### src/rtl/nibble_adder_seq_defs.sv
// Shared definitions for the nibble-serial adder: state encodings, nibble
// width and the nibble-index width rule. Guarded so it may be included from
// several files of the same compilation unit.
`ifndef NIBBLE_ADDER_SEQ_DEFS_SV
`define NIBBLE_ADDER_SEQ_DEFS_SV

`define NAS_S_IDLE   2'd0
`define NAS_S_RUN    2'd1
`define NAS_S_DONE   2'd2
`define NAS_NIBBLE_W 4
// Index width: clog2 of the nibble count, never narrower than one bit.
`define NAS_IDX_W(n) (((n) > 1) ? $clog2(n) : 1)

`endif

### src/rtl/nibble_adder_seq_pkg.sv
// Package for nibble_adder_seq: state type, nibble width and the signed
// overflow helper shared by the sequencer.
package nibble_adder_seq_pkg;
  `include "nibble_adder_seq_defs.sv"

  localparam int NIBBLE_W = `NAS_NIBBLE_W;

  typedef enum logic [1:0] {
    S_IDLE = `NAS_S_IDLE,
    S_RUN  = `NAS_S_RUN,
    S_DONE = `NAS_S_DONE
  } state_e;

  // Two's-complement overflow: operands agree in sign, result does not.
  function automatic logic signed_ovf(input logic a_msb, input logic b_msb,
                                      input logic s_msb);
    return (a_msb == b_msb) && (s_msb != a_msb);
  endfunction
endpackage

### src/rtl/nibble_adder_seq_if.sv
// Operand/result bus of nibble_adder_seq. The optional sub signal exists only
// when NIBBLE_ADDER_SEQ_SUB_EN is defined.
interface nibble_adder_seq_if
  import nibble_adder_seq_pkg::*;
#(
  parameter int NIBBLES = 4
) ();
  localparam int W = NIBBLE_W * NIBBLES;

  logic         in_valid;
  logic         in_ready;
  logic [W-1:0] op_a;
  logic [W-1:0] op_b;
  logic         cin;
`ifdef NIBBLE_ADDER_SEQ_SUB_EN
  logic         sub;
`endif
  logic         out_valid;
  logic         out_ready;
  logic [W-1:0] sum;
  logic         cout;
  logic         ovf;
  logic         busy;

  modport master (
`ifdef NIBBLE_ADDER_SEQ_SUB_EN
    output sub,
`endif
    output in_valid, op_a, op_b, cin, out_ready,
    input  in_ready, out_valid, sum, cout, ovf, busy
  );

  modport slave (
`ifdef NIBBLE_ADDER_SEQ_SUB_EN
    input  sub,
`endif
    input  in_valid, op_a, op_b, cin, out_ready,
    output in_ready, out_valid, sum, cout, ovf, busy
  );
endinterface

### src/rtl/nibble_adder_seq_addition.sv
// The 4-bit adder cell reused once per nibble by the sequencer.
module addition
  import nibble_adder_seq_pkg::*;
(
  input  logic [NIBBLE_W-1:0] a_i,
  input  logic [NIBBLE_W-1:0] b_i,
  input  logic                carry_in_i,
  output logic [NIBBLE_W-1:0] sum_o,
  output logic                carry_out_o
);
  assign {carry_out_o, sum_o} = {1'b0, a_i} + {1'b0, b_i}
                              + {{NIBBLE_W{1'b0}}, carry_in_i};
endmodule

### src/rtl/nibble_adder_seq.sv
// nibble_adder_seq: wide add performed one nibble per clock through a single
// 4-bit adder cell, LS nibble first, carry registered between nibbles.
// Optional subtract mode: define NIBBLE_ADDER_SEQ_SUB_EN.
`include "nibble_adder_seq_defs.sv"

module nibble_adder_seq
  import nibble_adder_seq_pkg::*;
#(
  parameter int NIBBLES = 4
) (
  input logic               clk,
  input logic               rst_n,
  nibble_adder_seq_if.slave bus
);
  localparam int W     = NIBBLE_W * NIBBLES;
  localparam int IDX_W = `NAS_IDX_W(NIBBLES);
  localparam logic [IDX_W-1:0] LAST_IDX = IDX_W'(NIBBLES - 1);
  localparam logic [IDX_W-1:0] ONE_IDX  = IDX_W'(1);

  state_e                              state_q, state_d;
  logic [IDX_W-1:0]                    idx_q, idx_d;
  logic [NIBBLES-1:0][NIBBLE_W-1:0]    a_q, a_d;
  logic [NIBBLES-1:0][NIBBLE_W-1:0]    b_q, b_d;
  logic [NIBBLES-1:0][NIBBLE_W-1:0]    sum_q, sum_d;
  logic                                carry_q, carry_d;
  logic                                cout_q, cout_d;
  logic                                ovf_q, ovf_d;

  logic [NIBBLE_W-1:0]                 cell_sum_s;
  logic                                cell_co_s;

  // The one arithmetic resource, fed with the nibble selected by idx.
  addition u_cell (
    .a_i         (a_q[idx_q]),
    .b_i         (b_q[idx_q]),
    .carry_in_i  (carry_q),
    .sum_o       (cell_sum_s),
    .carry_out_o (cell_co_s)
  );

  assign bus.in_ready  = (state_q == S_IDLE);
  assign bus.out_valid = (state_q == S_DONE);
  assign bus.busy      = (state_q == S_RUN) || (state_q == S_DONE);
  assign bus.sum       = W'(sum_q);
  assign bus.cout      = cout_q;
  assign bus.ovf       = ovf_q;

  // State, operand, carry and result registers; reset aborts any operation.
  always_ff @(posedge clk or negedge rst_n) begin
    if (!rst_n) begin
      state_q <= S_IDLE;
      idx_q   <= '0;
      a_q     <= '0;
      b_q     <= '0;
      sum_q   <= '0;
      carry_q <= 1'b0;
      cout_q  <= 1'b0;
      ovf_q   <= 1'b0;
    end else begin
      state_q <= state_d;
      idx_q   <= idx_d;
      a_q     <= a_d;
      b_q     <= b_d;
      sum_q   <= sum_d;
      carry_q <= carry_d;
      cout_q  <= cout_d;
      ovf_q   <= ovf_d;
    end
  end

  // Next-state: capture in IDLE, one nibble per cycle in RUN, hold in DONE.
  always_comb begin
    state_d = state_q;
    idx_d   = idx_q;
    a_d     = a_q;
    b_d     = b_q;
    sum_d   = sum_q;
    carry_d = carry_q;
    cout_d  = cout_q;
    ovf_d   = ovf_q;
    case (state_q)
      S_IDLE: begin
        if (bus.in_valid) begin
          a_d   = bus.op_a;
          idx_d = '0;
`ifdef NIBBLE_ADDER_SEQ_SUB_EN
          if (bus.sub) begin
            b_d     = ~bus.op_b;
            carry_d = 1'b1;
          end else begin
            b_d     = bus.op_b;
            carry_d = bus.cin;
          end
`else
          b_d     = bus.op_b;
          carry_d = bus.cin;
`endif
          state_d = S_RUN;
        end else begin
          state_d = S_IDLE;
        end
      end
      S_RUN: begin
        sum_d[idx_q] = cell_sum_s;
        carry_d      = cell_co_s;
        if (idx_q == LAST_IDX) begin
          // Last nibble: its carry and MSB settle cout and signed overflow.
          idx_d   = '0;
          cout_d  = cell_co_s;
          ovf_d   = signed_ovf(a_q[NIBBLES-1][NIBBLE_W-1],
                               b_q[NIBBLES-1][NIBBLE_W-1],
                               cell_sum_s[NIBBLE_W-1]);
          state_d = S_DONE;
        end else begin
          idx_d   = idx_q + ONE_IDX;
          state_d = S_RUN;
        end
      end
      S_DONE: begin
        if (bus.out_ready) begin
          state_d = S_IDLE;
        end else begin
          state_d = S_DONE;
        end
      end
      default: begin
        state_d = S_IDLE;
      end
    endcase
  end
endmodule
### src/flat_wrapper.sv
// flat-port wrapper written by rule: the top's interface ports become plain ports
module nibble_adder_seq_flat import nibble_adder_seq_pkg::*;
#(
  parameter int NIBBLES = 4
)
  (clk, rst_n, bus_in_valid, bus_op_a, bus_op_b, bus_cin, bus_out_ready, bus_in_ready, bus_out_valid, bus_sum, bus_cout, bus_ovf, bus_busy);
  nibble_adder_seq_if #(.NIBBLES(NIBBLES)) bus_i ();
  input logic clk;
  input logic rst_n;
  input wire logic [$bits(bus_i.in_valid)-1:0] bus_in_valid;
  input wire logic [$bits(bus_i.op_a)-1:0] bus_op_a;
  input wire logic [$bits(bus_i.op_b)-1:0] bus_op_b;
  input wire logic [$bits(bus_i.cin)-1:0] bus_cin;
  input wire logic [$bits(bus_i.out_ready)-1:0] bus_out_ready;
  output wire logic [$bits(bus_i.in_ready)-1:0] bus_in_ready;
  output wire logic [$bits(bus_i.out_valid)-1:0] bus_out_valid;
  output wire logic [$bits(bus_i.sum)-1:0] bus_sum;
  output wire logic [$bits(bus_i.cout)-1:0] bus_cout;
  output wire logic [$bits(bus_i.ovf)-1:0] bus_ovf;
  output wire logic [$bits(bus_i.busy)-1:0] bus_busy;
  assign bus_i.in_valid = bus_in_valid;
  assign bus_i.op_a = bus_op_a;
  assign bus_i.op_b = bus_op_b;
  assign bus_i.cin = bus_cin;
  assign bus_i.out_ready = bus_out_ready;
  assign bus_in_ready = bus_i.in_ready;
  assign bus_out_valid = bus_i.out_valid;
  assign bus_sum = bus_i.sum;
  assign bus_cout = bus_i.cout;
  assign bus_ovf = bus_i.ovf;
  assign bus_busy = bus_i.busy;
  nibble_adder_seq #(.NIBBLES(NIBBLES)) u_core (.clk(clk), .rst_n(rst_n), .bus(bus_i));
endmodule
### config.mk
export PLATFORM = sky130hd
export DESIGN_NAME = nibble_adder_seq_flat
export DESIGN_NICKNAME = d
export VERILOG_FILES = /design/src/rtl/nibble_adder_seq_pkg.sv /design/src/rtl/nibble_adder_seq_if.sv /design/src/rtl/nibble_adder_seq_addition.sv /design/src/rtl/nibble_adder_seq.sv /design/src/flat_wrapper.sv
export VERILOG_INCLUDE_DIRS = /design/src /design/src/rtl
export SDC_FILE = /design/constraint.sdc
export NUM_CORES = 1
export LEC_CHECK = 0
export ABC_AREA = 0
export CORE_MARGIN = 3
export CORE_UTILIZATION = 56
export CTS_CLUSTER_SIZE = 24
export DETAILED_ROUTE_END_ITERATION = 8
export DONT_BUFFER_PORTS = 1
export PLACE_DENSITY = 0.75
export SYNTH_ARGS = -nofsm -noshare
export SYNTH_HDL_FRONTEND = slang
export SYNTH_SLANG_ARGS = --single-unit
### constraint.sdc
create_clock -name clk -period 2.4 [get_ports clk]
set_input_delay 0.48 -clock clk [delete_from_list [all_inputs] [get_ports clk]]
set_output_delay 0.48 -clock clk [all_outputs]
set_load 0.02 [all_outputs]
==> results.sh, run 1 <==
export IMPL_run_status="finished clean"
export IMPL_grt_usage_pct=18.8
export IMPL_ys_ff_latch=55
export IMPL_clockBufferDepth=2
export IMPL_path_class="reg -> reg"
export IMPL_grt_overflow_total=0
export IMPL_drt_wl_total_um=4880
export IMPL_num_vias=1478
export IMPL_rsz0062_at_grt="no"
export IMPL_grtUsageMet1_pct=22.0
export IMPL_die_x_um=74.8
export IMPL_num_antenna_cells=0
export IMPL_hold_violations=0
export IMPL_multi_input_area_sq_um=1210
export IMPL_async_reset_ff_share_pct=100
export IMPL_hold_path_class="in -> async"
export IMPL_cts_setup_buffers=0
export IMPL_via_per_inst=6.11
export IMPL_area_delta_synth_final_pct=8.17
export IMPL_synth_ff_type="dfrtp_1"
export IMPL_timing_rr_start="u_core.idx_q[0]$_DFFE_PN0P_"
export IMPL_period_share_pct=96.3
export IMPL_top_usage_layer="met2"
export IMPL_r2r_worst_path_cells=7
export IMPL_dr_pass1_iters=4
export IMPL_fmax_ghz=0.433
export IMPL_reg2reg_slack_ns=0.09
export IMPL_met2_usage_pct=32.0
export IMPL_design_core_area_sq_um=4470
export IMPL_ant_nets=0
export IMPL_syn_inst=181
export IMPL_synth_top_area_cell="dfrtp_1"
export IMPL_clkLatencyLatePin_ns=0.30
export IMPL_worst_ep_arrival_time_ns=2.48
export IMPL_vdd_drop_max_mv=0.732
export IMPL_end_kind="flip-flop"
export IMPL_worstPathMaxFanout=5
export IMPL_start_util_pct=59.2
export IMPL_synth_most_common_cell="dfrtp_1"
export IMPL_maxCapViolations=0
export IMPL_dp_cells=234
export IMPL_synth_area_leaders="dfrtp_1 52%, mux2_4 16%, mux4_2 6.8%"
export IMPL_antenna_found_initial=0
export IMPL_nets=240
export IMPL_worstPathRequired_ns=2.57
export IMPL_first_iter_violations=51
export IMPL_yosysWarningCount=0
export IMPL_placementRows=24
export IMPL_grt_max_degree=56
export IMPL_numPortBuffers=0
export IMPL_relSlewSlack_pct=68.9
export IMPL_cts_root_buf="clkbuf_8"
export IMPL_synth_top_cell_area_share_pct=51.9
export IMPL_io_pins=58
export IMPL_yosysSeqAreaShare_pct=51.9
export IMPL_use_met3_pct=6.28
export IMPL_tritoncts="built"
export IMPL_cts_sinks=55
export IMPL_worst_slew_pin_slew_ns=0.465
export IMPL_grt_pass1_vias=1608
export IMPL_avgRoutedWirePerCell_um=20.2
export IMPL_cts_buffers=5
export IMPL_drc_errors=0
export IMPL_fin_crit_ns=2.31
export IMPL_cts_max_level=2
export IMPL_synth_distinct_cells=29
export IMPL_maxSlewViolCount=0
export IMPL_finalPower_mw=5.06
export IMPL_dieArea_sq_um=5590
export IMPL_path_clk_slew_ns=0.09
export IMPL_setup_viol=0
export IMPL_p_per_area_nw_per_um2=1760
export IMPL_dp_hpwl_um=3680
export IMPL_r2r_end="u_core.carry_q$_DFFE_PN0P_"
export IMPL_register_area_sq_um=1380
export IMPL_drive_gt1_share_pct=36.8
export IMPL_fin_skew_ns=0.00698
export IMPL_worst_setup_path_start_kind="flip-flop"
export IMPL_synth_area_sq_um=2650
export IMPL_fill_cells=322
export IMPL_synth_nets=231
export IMPL_leakage_nw=1.34
export IMPL_avgSynthCellArea_sq_um=14.6
export IMPL_synth_commonest_cells="55 x dfrtp_1, 29 x mux2_4, 14 x nand2_1"
export IMPL_routabilityCongestion=0.800
export IMPL_die_h_um=74.8
export IMPL_synth_edff_count=0
export IMPL_fin_cells=242
export IMPL_grt_pass1_wl_um=7730
## critical path, stage by stage (launching register included)
cell	delay [ns]
dfrtp_2	0.43
mux4_2	0.54
fa_2	0.39
fa_2	0.36
a21oi_1	0.13
nor2_1	0.05
nor2_1	0.16
a31oi_1	0.11
## placed cells by master, fill, tap and decap left out, types with 2 or more instances in the layout
| cell | Yosys | layout |
|---|---|---|
| ha_1 | 11 | 11 |
| mux2_4 | 29 | 29 |
| inv_1 | 6 | 6 |
| a32o_1 | 2 | 2 |
| nand2b_1 | 3 | 3 |
| nand2_1 | 14 | 14 |
| fa_2 | 0 | 2 |
| clkbuf_8 | 0 | 5 |
| o21ai_1 | 4 | 4 |
| nor2_1 | 5 | 5 |
| mux4_2 | 8 | 8 |
| buf_4 | 1 | 7 |
| a21oi_1 | 3 | 3 |
| a31oi_1 | 2 | 2 |
| dfrtp_1 | 55 | 54 |
| mux2_2 | 11 | 11 |
| o21ai_0 | 7 | 7 |
## how the worst max path moves through the flow
stage	from	end	slack [ns]	cells past startpoint
after global placement	u_core.idx_q[0]$_DFFE_PN0P_	u_core.bus.sum[14]$_DFFE_PN0P_	0.04	5
after CTS	u_core.idx_q[0]$_DFFE_PN0P_	u_core.bus.sum[2]$_DFFE_PN0P_	0.007	5
final	u_core.idx_q[0]$_DFFE_PN0P_	u_core.carry_q$_DFFE_PN0P_	0.09	7
after floorplan	u_core.idx_q[0]$_DFFE_PN0P_	u_core.carry_q$_DFFE_PN0P_	0.0001	8
after global routing	u_core.idx_q[0]$_DFFE_PN0P_	u_core.bus.cout$_DFFE_PN0P_	0.006	7
after detailed placement	u_core.idx_q[0]$_DFFE_PN0P_	u_core.bus.sum[2]$_DFFE_PN0P_	-0.02	5
## routing by layer
layer,vias up,share of wire [%]
met3,6,7.2
li1,660,-
met1,756,40
met5,-,0
met4,0,1.2
met2,56,52
## layout make-up
cell class	count	share of cell area (%)
repair buffers	9	3.19
flip-flops and latches	55	48.1
clock buffers	6	2.53
well taps	52	2.27
multi-input cells	113	42.1
clock inverters	1	1.05
inverters	6	0.786
## state kept, by name, indices dropped and copies added (netlist names)
name,cells
u_core.bus.ovf,1
u_core.state_q,2
u_core.idx_q,2
u_core.bus.sum,16
u_core.carry_q,1
u_core.b_q,16
u_core.bus.cout,1
u_core.a_q,16
## power by group
part | switching, mW | internal [mW]
clock network | 0.282 | 0.306
registers | 0.510 | 1.40
logic | 1.17 | 1.38
## per-stage QoR
stage	setup slack (ns)	setup TNS, ns	utilization (%)	area, sq um	hold WS [ns]
final	0.0881	0	64.1	2870	0.0266
after global routing	0.00578	0	64.1	2870	0.0284
after CTS	0.00688	0	63.7	2850	0.0330
after detailed placement	-0.0201	-0.0491	60.8	2720	0.186
after global placement	0.0375	0	60.8	2720	0.186
after floorplan	0.000114	0	-	2650	0.184
## kinds of logic after synthesis
logic type               count (synthesis)  share of synthesized area (%)
AO/OA/AOI/OAI                           21                           4.72
XOR/XNOR                                 2                          0.661
adder cells (fa/ha/maj)                 13                           6.70
buffers and inverters                   13                           2.97
flip-flops                              55                           51.9
multiplexers                            48                           27.9
AND/OR/NAND/NOR                         29                           5.10
## timing repair
action                     CTS  global route
hold endpoints to repair    55             0
setup endpoints to repair   10            10
resized for setup            1             4
hold buffers                 1             0
pin swaps                    0             1
(Power assumes the default switching activity.)
==> run 2: changes to the inputs <==
Settings changed: GPL_ROUTABILITY_DRIVEN set to 0.
Clock period 2.4 ns to 2 ns, I/O delays scaled along.
==> run 2 against run 1 <==
Compared with the run above:
- the flow now finishes with violations (negative setup slack)
- sequential cell count is the same
- final area grew 6.1%
- sequential share of layout area shrank 2.8 points
- global-route usage grew 0.39 points
- maximum frequency grew 0.85%
- power grew 33%
==> results.sh, run 2 (synthesized netlist as in run 1, its figures left out) <==
export IMPL_run_status="finished with violations"
export IMPL_violations="negative setup slack"
export IMPL_hold_path_class="in -> reg"
export IMPL_nets=258
export IMPL_placementRows=24
export IMPL_grt_overflow_total=0
export IMPL_worstPathMaxFanout=5
export IMPL_cts_sinks=55
export IMPL_clkLatencyLatePin_ns=0.30
export IMPL_rsz0062_at_grt="yes"
export IMPL_first_iter_violations=71
export IMPL_hold_violations=0
export IMPL_ant_nets=0
export IMPL_setup_viol=15
export IMPL_numPortBuffers=0
export IMPL_grt_pass1_wl_um=7920
export IMPL_num_vias=1562
export IMPL_fin_setup_tns_ns=-3.13
export IMPL_drive_gt1_share_pct=44.0
export IMPL_grt_pass1_vias=1688
export IMPL_worstPathRequired_ns=2.16
export IMPL_path_clk_slew_ns=0.09
export IMPL_relSlewSlack_pct=69.3
export IMPL_maxCapViolations=0
export IMPL_io_pins=58
export IMPL_start_util_pct=59.2
export IMPL_vdd_drop_max_mv=1.05
export IMPL_antenna_found_initial=0
export IMPL_grt_max_degree=56
export IMPL_layout_common_cells="54 x dfrtp_1, 29 x mux2_4, 24 x buf_4"
export IMPL_design_core_area_sq_um=4470
export IMPL_worst_setup_path_start_kind="flip-flop"
export IMPL_p_per_area_nw_per_um2=2200
export IMPL_drc_errors=0
export IMPL_end_kind="flip-flop"
export IMPL_fmax_ghz=0.436
export IMPL_clockBufferDepth=2
export IMPL_grt_usage_pct=19.2
export IMPL_die_h_um=74.8
export IMPL_avgRoutedWirePerCell_um=19.6
export IMPL_fin_crit_ns=2.29
export IMPL_drt_wl_total_um=5110
export IMPL_dr_pass1_iters=5
export IMPL_worst_ep_arrival_time_ns=2.45
export IMPL_dp_hpwl_um=3910
export IMPL_place_ws_ns=-0.365
export IMPL_layout_commonest_cell="dfrtp_1"
export IMPL_via_per_inst=5.98
export IMPL_postLayoutCoreUtil_pct=68.0
export IMPL_cts_buffers=5
export IMPL_tritoncts="built"
export IMPL_num_antenna_cells=0
export IMPL_setup_ws_ns=-0.292
export IMPL_path_class="reg -> reg"
export IMPL_cts_max_level=2
export IMPL_leakage_nw=1.44
export IMPL_die_x_um=74.8
export IMPL_period_share_pct=115
export IMPL_dieArea_sq_um=5590
export IMPL_cts_root_buf="clkbuf_8"
export IMPL_maxSlewViolCount=0
export IMPL_area_delta_synth_final_pct=14.8
export IMPL_fin_skew_ns=0.00532
export IMPL_worst_slew_pin_slew_ns=0.460
## run 2: changes by cell type in the layout (fill, tap and decap cells not counted), moves of 2 or more
cell      previous run  this run
buf_4                7        24
o21ai_0              7         4
o21ai_1              4         7
clkbuf_8             5         7
## run 2: path summary, 6_finish.rpt
| check | end | from | depth (start not counted) | slack [ns] |
|---|---|---|---|---|
| max | u_core.bus.sum[14]$_DFFE_PN0P_ | u_core.idx_q[0]$_DFFE_PN0P_ | 5 | -0.29 |
| min | u_core.b_q[0]$_DFFE_PN0P_ | bus_op_b[0] | 1 | 0.23 |
| max reg2reg | u_core.bus.sum[14]$_DFFE_PN0P_ | u_core.idx_q[0]$_DFFE_PN0P_ | 5 | -0.29 |
| min reg2reg | u_core.b_q[10]$_DFFE_PN0P_ | u_core.b_q[10]$_DFFE_PN0P_ | 1 | 0.51 |
| max in group asynchronous | u_core.idx_q[0]$_DFFE_PN0P_ | rst_n | 2 | 1.15 |
| min in group asynchronous | u_core.bus.sum[10]$_DFFE_PN0P_ | rst_n | 2 | 0.60 |
## run 2: layout make-up
class                           count  area, sq um
Clock buffer                        8          100
Sequential cell                    55         1380
Multi-Input combinational cell    113         1240
Inverter                            6         22.5
Timing Repair Buffer               27          238
Fill cell                         333         1430
Tap cell                           52         65.1
## run 2: where the power goes
group	internal, mW	switching [mW]
Sequential	1.69	0.619
Combinational	2.10	1.66
Clock	0.316	0.324
## run 2: worst max-delay path, cell delays in order, from the launching register on
cell     delay (ns)
dfrtp_2        0.42
mux4_2         0.54
fa_2           0.40
fa_2           0.39
xnor2_2        0.26
o21ai_0        0.15
## run 2: metrics by stage
stage	cell area, sq um	power, mW	instances	hold WS, ns
after global placement	2870	5.49	251	0.106
after detailed placement	2870	5.72	251	0.106
final	3040	6.70	261	0.234
after CTS	3010	6.51	261	0.226
after global routing	3040	7.13	261	0.214
after floorplan	2660	4.64	181	0.104
## run 2: routing by layer
layer | GRT usage, % | share of wire [%]
met1 | 22.0 | 39
met2 | 34.3 | 53
met4 | 4.94 | 1.2
met5 | 0 | 0
met3 | 6.41 | 6.2
## run 2: what timing repair did
item,CTS,global route
pin swaps,1,3
setup buffers,0,0
hold buffers,2,0
hold endpoints to repair,55,0
endpoints found under the setup margin,15,15
resized for setup,5,4
